**src/rtl/jpeg_ctrl_pkg.sv**
```systemverilog
// ---------------------------------------------------------------------------
// jpeg_ctrl_pkg
// Shared definitions for the JPEG decode controller: controller state
// encoding, MCU geometry constants and the RGB pixel width.
// ---------------------------------------------------------------------------
package jpeg_ctrl_pkg;

    localparam int unsigned MCU_DIM   = 16;  // MCU edge length in pixels
    localparam int unsigned MCU_SHIFT = 4;   // log2(MCU_DIM)
    localparam int unsigned RGB_W     = 24;  // {r,g,b} pixel width

    typedef enum logic [2:0] {
        StIdle,
        StClear,
        StDecode,
        StDone,
        StError
    } ctrl_state_e;

endpackage

```
**src/rtl/jpeg_pix_addr_gen.sv**
```systemverilog
// ---------------------------------------------------------------------------
// jpeg_pix_addr_gen
// Two-stage pipeline turning an MCU-ordered decoder pixel into a linear
// frame-buffer write. Stage 1 forms the 17-bit pixel x/y, stage 2 forms
// y*FB_W+x and drops pixels outside the frame buffer or configured image.
// Ports:
//   i_clk, i_rst            clock, synchronous active-high reset
//   i_flush                 clears both valid bits (wins over i_vld)
//   i_vld                   pixel valid into stage 1
//   i_adr/i_x_mcu/i_y_mcu   pixel index in MCU, MCU X/Y index
//   i_rgb                   pixel colour
//   i_cfg_width/height      configured image size used for clamping
//   o_vld/o_addr/o_data     registered write strobe, address and data
// ---------------------------------------------------------------------------
module jpeg_pix_addr_gen
    import jpeg_ctrl_pkg::*;
#(
    parameter int unsigned FB_W      = 640,
    parameter int unsigned FB_H      = 480,
    parameter int unsigned FB_ADDR_W = 19
) (
    input  logic                 i_clk,
    input  logic                 i_rst,
    input  logic                 i_flush,
    input  logic                 i_vld,
    input  logic [7:0]           i_adr,
    input  logic [12:0]          i_x_mcu,
    input  logic [12:0]          i_y_mcu,
    input  logic [RGB_W-1:0]     i_rgb,
    input  logic [15:0]          i_cfg_width,
    input  logic [15:0]          i_cfg_height,
    output logic                 o_vld,
    output logic [FB_ADDR_W-1:0] o_addr,
    output logic [RGB_W-1:0]     o_data
);

    logic                 r_s1_vld;
    logic [16:0]          r_s1_x;
    logic [16:0]          r_s1_y;
    logic [RGB_W-1:0]     r_s1_rgb;
    logic                 r_s2_vld;
    logic [FB_ADDR_W-1:0] r_s2_addr;
    logic [RGB_W-1:0]     r_s2_data;

    logic                 w_in_range;
    logic [FB_ADDR_W-1:0] w_lin_addr;

    always_comb begin
        w_in_range = (r_s1_x < 17'(FB_W)) && (r_s1_y < 17'(FB_H)) &&
                     (r_s1_x < {1'b0, i_cfg_width}) && (r_s1_y < {1'b0, i_cfg_height});
        // Truncation is harmless: out-of-range coordinates never produce a write.
        w_lin_addr = FB_ADDR_W'(r_s1_y) * FB_ADDR_W'(FB_W) + FB_ADDR_W'(r_s1_x);
    end

    always_ff @(posedge i_clk) begin
        if (i_rst) begin
            r_s1_vld  <= 1'b0;
            r_s1_x    <= '0;
            r_s1_y    <= '0;
            r_s1_rgb  <= '0;
            r_s2_vld  <= 1'b0;
            r_s2_addr <= '0;
            r_s2_data <= '0;
        end else begin
            if (i_vld) begin
                // x = x_mcu*16 + adr[3:0], y = y_mcu*16 + adr[7:4]
                r_s1_x   <= {i_x_mcu, i_adr[MCU_SHIFT-1:0]};
                r_s1_y   <= {i_y_mcu, i_adr[7:MCU_SHIFT]};
                r_s1_rgb <= i_rgb;
            end
            if (r_s1_vld && w_in_range) begin
                r_s2_addr <= w_lin_addr;
                r_s2_data <= r_s1_rgb;
            end
            if (i_flush) begin
                r_s1_vld <= 1'b0;
                r_s2_vld <= 1'b0;
            end else begin
                r_s1_vld <= i_vld;
                r_s2_vld <= r_s1_vld && w_in_range;
            end
        end
    end

    assign o_vld  = r_s2_vld;
    assign o_addr = r_s2_addr;
    assign o_data = r_s2_data;

endmodule

```
**src/rtl/jpeg_decode_ctrl.sv**
```systemverilog
// ---------------------------------------------------------------------------
// jpeg_decode_ctrl
// Sequences one JPEG decode into the frame buffer: optional background clear,
// decoder enable, MCU-to-linear pixel writes, end-of-image detection, a
// no-pixel watchdog, abort and restart.
// Optional feature macro: JPEG_CTRL_CLEAR_EN (enables the CLEAR state).
// Ports:
//   i_clk, i_rst             clock, synchronous active-high reset
//   i_start, i_abort         begin decode / cancel current operation
//   i_cfg_*                  decoder configuration (image and MCU counts)
//   i_pix_*                  decoder pixel stream
//   o_dec_we, o_dec_rst      decoder input enable and soft reset
//   o_fb_wr_*                frame-buffer write port
//   o_busy/o_done/o_error    status (CLEAR|DECODE / DONE / ERROR)
//   o_pix_count              committed pixel writes, saturating
// ---------------------------------------------------------------------------
module jpeg_decode_ctrl
    import jpeg_ctrl_pkg::*;
#(
    parameter int unsigned       FB_W           = 640,
    parameter int unsigned       FB_H           = 480,
    parameter int unsigned       FB_ADDR_W      = 19,
    parameter logic [RGB_W-1:0]  BG_COLOR       = 24'h000000,
    parameter int unsigned       TIMEOUT_CYCLES = 1048576
) (
    input  logic                 i_clk,
    input  logic                 i_rst,
    input  logic                 i_start,
    input  logic                 i_abort,
    input  logic                 i_cfg_en,
    input  logic [15:0]          i_cfg_width,
    input  logic [15:0]          i_cfg_height,
    input  logic [12:0]          i_cfg_mcu_w,
    input  logic [12:0]          i_cfg_mcu_h,
    input  logic                 i_pix_we,
    input  logic                 i_pix_end,
    input  logic [7:0]           i_pix_adr,
    input  logic [12:0]          i_pix_x_mcu,
    input  logic [12:0]          i_pix_y_mcu,
    input  logic [RGB_W-1:0]     i_pix_rgb,
    output logic                 o_dec_we,
    output logic                 o_dec_rst,
    output logic                 o_fb_wr_en,
    output logic [FB_ADDR_W-1:0] o_fb_wr_addr,
    output logic [RGB_W-1:0]     o_fb_wr_data,
    output logic                 o_busy,
    output logic                 o_done,
    output logic                 o_error,
    output logic [FB_ADDR_W-1:0] o_pix_count
);

    localparam int unsigned FB_PIX = FB_W * FB_H;
    localparam int unsigned WD_W   = $clog2(TIMEOUT_CYCLES + 1);

`ifdef JPEG_CTRL_CLEAR_EN
    localparam ctrl_state_e ST_START = StClear;
`else
    localparam ctrl_state_e ST_START = StDecode;
`endif

    ctrl_state_e          r_state, w_state_d;
    logic [FB_ADDR_W-1:0] r_clr_cnt, w_clr_cnt_d;
    logic [WD_W-1:0]      r_wdog, w_wdog_d;
    logic [FB_ADDR_W-1:0] r_pix_count;
    logic                 r_dec_we, r_dec_rst, r_busy, r_done, r_error;
    logic                 w_start_acc, w_eoi, w_wdog_exp, w_clr_last, w_flush;
    logic                 w_pipe_vld;
    logic [FB_ADDR_W-1:0] w_pipe_addr;
    logic [RGB_W-1:0]     w_pipe_data;

    assign w_eoi = i_pix_we && i_pix_end && i_cfg_en &&
                   (i_pix_x_mcu == i_cfg_mcu_w - 13'd1) &&
                   (i_pix_y_mcu == i_cfg_mcu_h - 13'd1);
    assign w_wdog_exp = (r_wdog == WD_W'(TIMEOUT_CYCLES - 1)) && !i_pix_we;
    assign w_clr_last = (r_clr_cnt == FB_ADDR_W'(FB_PIX - 1));

    always_comb begin
        w_state_d   = r_state;
        w_clr_cnt_d = r_clr_cnt;
        w_wdog_d    = r_wdog;
        w_start_acc = 1'b0;
        unique case (r_state)
            StIdle: begin
                if (i_start) begin
                    w_state_d   = ST_START;
                    w_start_acc = 1'b1;
                end
            end
            StClear: begin
                if (i_abort)         w_state_d = StIdle;
                else if (w_clr_last) w_state_d = StDecode;
                else                 w_clr_cnt_d = r_clr_cnt + FB_ADDR_W'(1);
            end
            StDecode: begin
                // abort > end-of-image > watchdog
                if (i_abort)         w_state_d = StIdle;
                else if (w_eoi)      w_state_d = StDone;
                else if (w_wdog_exp) w_state_d = StError;
                else                 w_wdog_d  = i_pix_we ? '0 : r_wdog + WD_W'(1);
            end
            StDone, StError: begin
                if (i_abort) begin
                    w_state_d = StIdle;
                end else if (i_start) begin
                    w_state_d   = ST_START;
                    w_start_acc = 1'b1;
                end
            end
            default: w_state_d = StIdle;
        endcase
        if (w_start_acc) w_clr_cnt_d = '0;
        if (w_state_d == StDecode && r_state != StDecode) w_wdog_d = '0;
    end

    // Leaving to IDLE or ERROR discards anything in flight; DONE lets it drain.
    assign w_flush = (w_state_d == StIdle) || (w_state_d == StError);

    always_ff @(posedge i_clk) begin
        if (i_rst) begin
            r_state     <= StIdle;
            r_clr_cnt   <= '0;
            r_wdog      <= '0;
            r_pix_count <= '0;
            r_dec_we    <= 1'b0;
            r_dec_rst   <= 1'b1;
            r_busy      <= 1'b0;
            r_done      <= 1'b0;
            r_error     <= 1'b0;
        end else begin
            r_state   <= w_state_d;
            r_clr_cnt <= w_clr_cnt_d;
            r_wdog    <= w_wdog_d;
            r_dec_we  <= (w_state_d == StDecode);
            r_dec_rst <= (w_state_d != StDecode);
            r_busy    <= (w_state_d == StClear) || (w_state_d == StDecode);
            r_done    <= (w_state_d == StDone);
            r_error   <= (w_state_d == StError);
            if (w_start_acc)                    r_pix_count <= '0;
            else if (w_pipe_vld && !(&r_pix_count)) r_pix_count <= r_pix_count + FB_ADDR_W'(1);
        end
    end

    jpeg_pix_addr_gen #(
        .FB_W      (FB_W),
        .FB_H      (FB_H),
        .FB_ADDR_W (FB_ADDR_W)
    ) u_addr_gen (
        .i_clk        (i_clk),
        .i_rst        (i_rst),
        .i_flush      (w_flush),
        .i_vld        (i_pix_we && (r_state == StDecode)),
        .i_adr        (i_pix_adr),
        .i_x_mcu      (i_pix_x_mcu),
        .i_y_mcu      (i_pix_y_mcu),
        .i_rgb        (i_pix_rgb),
        .i_cfg_width  (i_cfg_width),
        .i_cfg_height (i_cfg_height),
        .o_vld        (w_pipe_vld),
        .o_addr       (w_pipe_addr),
        .o_data       (w_pipe_data)
    );

    // Clear writes come straight from registered state; they take priority over
    // a drained pixel if a restart lands on the drain cycle.
    always_comb begin
        if (r_state == StClear) begin
            o_fb_wr_en   = 1'b1;
            o_fb_wr_addr = r_clr_cnt;
            o_fb_wr_data = BG_COLOR;
        end else begin
            o_fb_wr_en   = w_pipe_vld;
            o_fb_wr_addr = w_pipe_addr;
            o_fb_wr_data = w_pipe_data;
        end
    end

    assign o_dec_we    = r_dec_we;
    assign o_dec_rst   = r_dec_rst;
    assign o_busy      = r_busy;
    assign o_done      = r_done;
    assign o_error     = r_error;
    assign o_pix_count = r_pix_count;

endmodule

```
**config.mk**
```make
export PLATFORM = sky130hd
export DESIGN_NAME = jpeg_decode_ctrl
export DESIGN_NICKNAME = d
export VERILOG_FILES = /design/src/rtl/jpeg_ctrl_pkg.sv /design/src/rtl/jpeg_pix_addr_gen.sv /design/src/rtl/jpeg_decode_ctrl.sv
export SDC_FILE = /design/constraint.sdc
export NUM_CORES = 1
export LEC_CHECK = 0
export CORE_MARGIN = 2
export CORE_UTILIZATION = 35
export CTS_CLUSTER_SIZE = 28
export DETAILED_ROUTE_END_ITERATION = 12
export HOLD_SLACK_MARGIN = 0.08
export PLACE_DENSITY = 0.58
export SYNTH_ARGS = -nofsm -noshare
export SYNTH_HDL_FRONTEND = slang
export SYNTH_SLANG_ARGS = --single-unit
```
**constraint.sdc**
```tcl
create_clock -name i_clk -period 4.2 [get_ports i_clk]
set_clock_uncertainty 0.1 [all_clocks]
set_input_delay 0.84 -clock i_clk [delete_from_list [all_inputs] [get_ports i_clk]]
set_output_delay 0.84 -clock i_clk [all_outputs]
set_load 0.02 [all_outputs]
```
==> results.json <==
{
  "static-leakage-power_uw": 0.00473,
  "overflow": 0,
  "diodes": 0,
  "reg2reg_from": "u_addr_gen.r_s1_y[1]$_SDFFE_PP0P_",
  "fmax_ghz": 0.267,
  "syn-num-nets": 1414,
  "outcome": "completed",
  "place.gp.congestion": 0.868,
  "grt_pass1_vias": 8957,
  "clkSlewWorstSetupHoldPaths_ns": 0.07,
  "relSlewSlack_pct": 53.4,
  "tns_ns": 0,
  "start_util_pct": 35.4,
  "slew_viol_final": 0,
  "worst-path-stages": 9,
  "worstPathRequired_ns": 4.41,
  "vias": 9185,
  "worstHoldStart": "u_addr_gen.r_s1_rgb[18]$_SDFFE_PP0P_",
  "worstPathCellList": "clkdlybuf4s50_1, or4_1, or4b_1, and3_1, o31a_1, a2111oi_4, and3_4, or4b_2, a21boi_1",
  "ys_types": 64,
  "crit_family": "simple AND/OR/NAND/NOR gates",
  "finalSetupViolations": 0,
  "cts_setup_buffers": 0,
  "synth_area_leader_cell": "dfxtp_1",
  "yosys_warnings": 0,
  "final_hold_viol_count": 0,
  "dp_hpwl_um": 20800,
  "cts_root_buffer": "clkbuf_16",
  "whs_path_depth": 2,
  "cts-resized-gates": 0,
  "grt_most_used_layer": "met2",
  "die_w_um": 171,
  "rr_worst_depth": 15,
  "use_met2_pct": 32.5,
  "worst-path-buf-inv": 1,
  "syn_to_final_growth_pct": 30.4,
  "path_max_fanout": 33,
  "cts.sinks": 170,
  "drcViolationCount": 0,
  "p_per_area_nw_per_um2": 293,
  "holdBufCountCts": 0,
  "fillers": 2772,
  "synth.area.top_cells": "dfxtp_1, ha_1, a21oi_1, nand2_1, xnor2_1",
  "antenna_left": 0,
  "worst_ep_arrival_time_ns": 3.95,
  "post-route-min-period_ns": 3.75,
  "period_share_pct": 89.2,
  "synthArstFlopShare_pct": 0,
  "crit_type": "input port to flip-flop",
  "ys_ff_latch": 170,
  "die_area_um2": 29400,
  "port_buffers": 190,
  "tritoncts": "yes",
  "cts_buffer_depth": 2,
  "rsz0062_at_grt": "false",
  "vias_per_cell": 5.11,
  "drtIter0Drc": 524,
  "synthFlopType": "dfxtp_1",
  "cp-end-kind": "flip-flop",
  "grt_antenna_before_repair": 0,
  "clk_latency_ns": 0.42,
  "cts_buffers": 17,
  "io_pins": 191,
  "wl_um": 28200,
  "use_met1_pct": 27.3,
  "critPathLaunchType": "input port",
  "nNetsFinal": 1592,
  "fin_hold_ws_ns": 0.356,
  "grt_use_met3_pct": 2.60,
  "crit_slowest_cell": "or4_1",
  "hp-class": "flip-flop to flip-flop",
  "netlist_instances": 1227,
  "layout-drive-gt1-share_pct": 7.40,
  "ir_worst_vdd_mv": 0.241,
  "crit_path_start": "i_cfg_mcu_w[1]",
  "cpPeakStageDelay_ns": 0.57,
  "syn_area_um2": 9800,
  "yosys.area.top_type_share_pct": 34.7,
  "die_y_um": 171,
  "core.rowCount": 61,
  "grt_usage_pct": 19.7,
  "first_pass_iters": 5,
  "synth_edf_count": 0,
  "grt_max_degree": 65,
  "tightest_slew_ns": 0.699,
  "syn_avg_cell_area_um2": 7.99,
  "maxCapViolCount": 0,
  "synth-seq-area-share_pct": 34.7,
  "grt_pass1_wl_um": 46100,
  "core_um2": 27700,
  "routedWlPerCell_um": 15.7,
  "htree_levels": 4
}
cells in the mapped netlist (all sizes together), types with 29 or more instances:
cell type  instances
dfxtp            170
xnor2             42
nand3             64
a21oi            145
nand2            150
nor2              76
nand4             29
nor2b             37
xor2              37
o21ai             71
inv               55
ha                62
clkbuf            51
metrics by stage:
step | std cells | total power (µW) | area, µm² | util (%) | worst slack (ns)
3_3_place_gp | 1764 | 2150 | 12200 | 44.0 | 0.0598
6_report | 1796 | 3750 | 12800 | 46.1 | 0.455
3_5_place_dp | 1764 | 2150 | 12200 | 44.0 | 0.0457
5_1_grt | 1796 | 3930 | 12800 | 46.1 | 0.285
4_1_cts | 1796 | 3800 | 12800 | 46.1 | 0.449
2_1_floorplan | 1227 | 1920 | 9800 | - | 0.552
where the power goes:
part | switching (µW) | internal (µW) | leakage [µW]
Combinational | 228 | 227 | 0.00307
Clock | 722 | 912 | 0.000286
Sequential | 25.1 | 1640 | 0.00137
tightest hold or removal path: stages (launching register included):
cell,delay [ns]
dfxtp_1,0.31
nand2_1,0.05
a21oi_1,0.05
cell usage in the layout, fill, tap and decap left out, drive strengths merged, types with 4 or more instances in the layout:
cell type | synthesis | routed
ha | 62 | 62
clkdlybuf4s50 | 0 | 189
nand4b | 7 | 7
and4 | 6 | 6
a21oi | 145 | 145
a21o | 14 | 14
inv | 55 | 61
nor3 | 21 | 21
or2 | 8 | 8
nor2 | 76 | 76
o21ai | 71 | 71
nand3b | 4 | 4
nand3 | 64 | 64
o31ai | 14 | 14
nand2 | 150 | 150
and3 | 7 | 7
nand4 | 29 | 29
and2 | 5 | 5
mux2 | 20 | 20
dfxtp | 170 | 170
nor2b | 37 | 37
clkbuf | 51 | 19
or3 | 13 | 13
nor4 | 16 | 16
a31oi | 12 | 12
or4 | 20 | 20
mux2i | 4 | 4
o21a | 4 | 4
buf | 11 | 32
xor2 | 37 | 37
xnor2 | 42 | 42
nand2b | 10 | 10
o31a | 5 | 5
flip-flops by register name (all words and copies together) (netlist names):
| signal | flops |
|---|---|
| u_addr_gen.o_data | 24 |
| u_addr_gen.r_s1_rgb | 24 |
| r_wdog | 21 |
| o_pix_count | 19 |
| r_clr_cnt | 19 |
| u_addr_gen.o_addr | 19 |
| u_addr_gen.r_s1_x | 17 |
| u_addr_gen.r_s1_y | 17 |
| r_state | 3 |
| o_busy | 1 |
| o_dec_rst | 1 |
| o_dec_we | 1 |
| o_done | 1 |
| o_error | 1 |
| u_addr_gen.o_vld | 1 |
| u_addr_gen.r_s1_vld | 1 |
cell type report:
class	instances	area, µm²	share of cell area (%)
clock inverter	13	156	1.22
inverter	55	206	1.62
timing repair buffer	221	2160	16.9
sequential	170	3400	26.6
clock buffer	19	443	3.47
tap	378	473	3.70
multi-input combinational	940	5940	46.5
logic make-up (layout without fill, tap and decap cells):
logic type | Yosys count | after routing | synth area share (%)
compound gates | 288 | 288 | 17.1
xor+xnor | 79 | 79 | 7.06
fa+ha+maj | 64 | 64 | 8.32
buf+inv | 117 | 308 | 4.81
flops | 170 | 170 | 34.7
mux | 24 | 24 | 2.71
simple gates | 485 | 485 | 25.2
worst paths after layout:
kind	endpoint	slack (ns)
min	u_addr_gen.r_s1_rgb[18]$_SDFFE_PP0P_	0.36
min reg2reg	u_addr_gen.r_s1_rgb[18]$_SDFFE_PP0P_	0.36
max	r_wdog[1]$_SDFFE_PP0P_	0.45
max reg2reg	u_addr_gen.o_addr[17]$_SDFFE_PP0P_	0.84
per-layer routing:
metal | part of all wire [%] | up-vias
li1 | - | 4692
met1 | 50 | 4329
met2 | 46 | 149
met3 | 2.9 | 15
met4 | 1.3 | 0
met5 | 0 | -
Note: power is estimated with default switching activity, not from simulation.
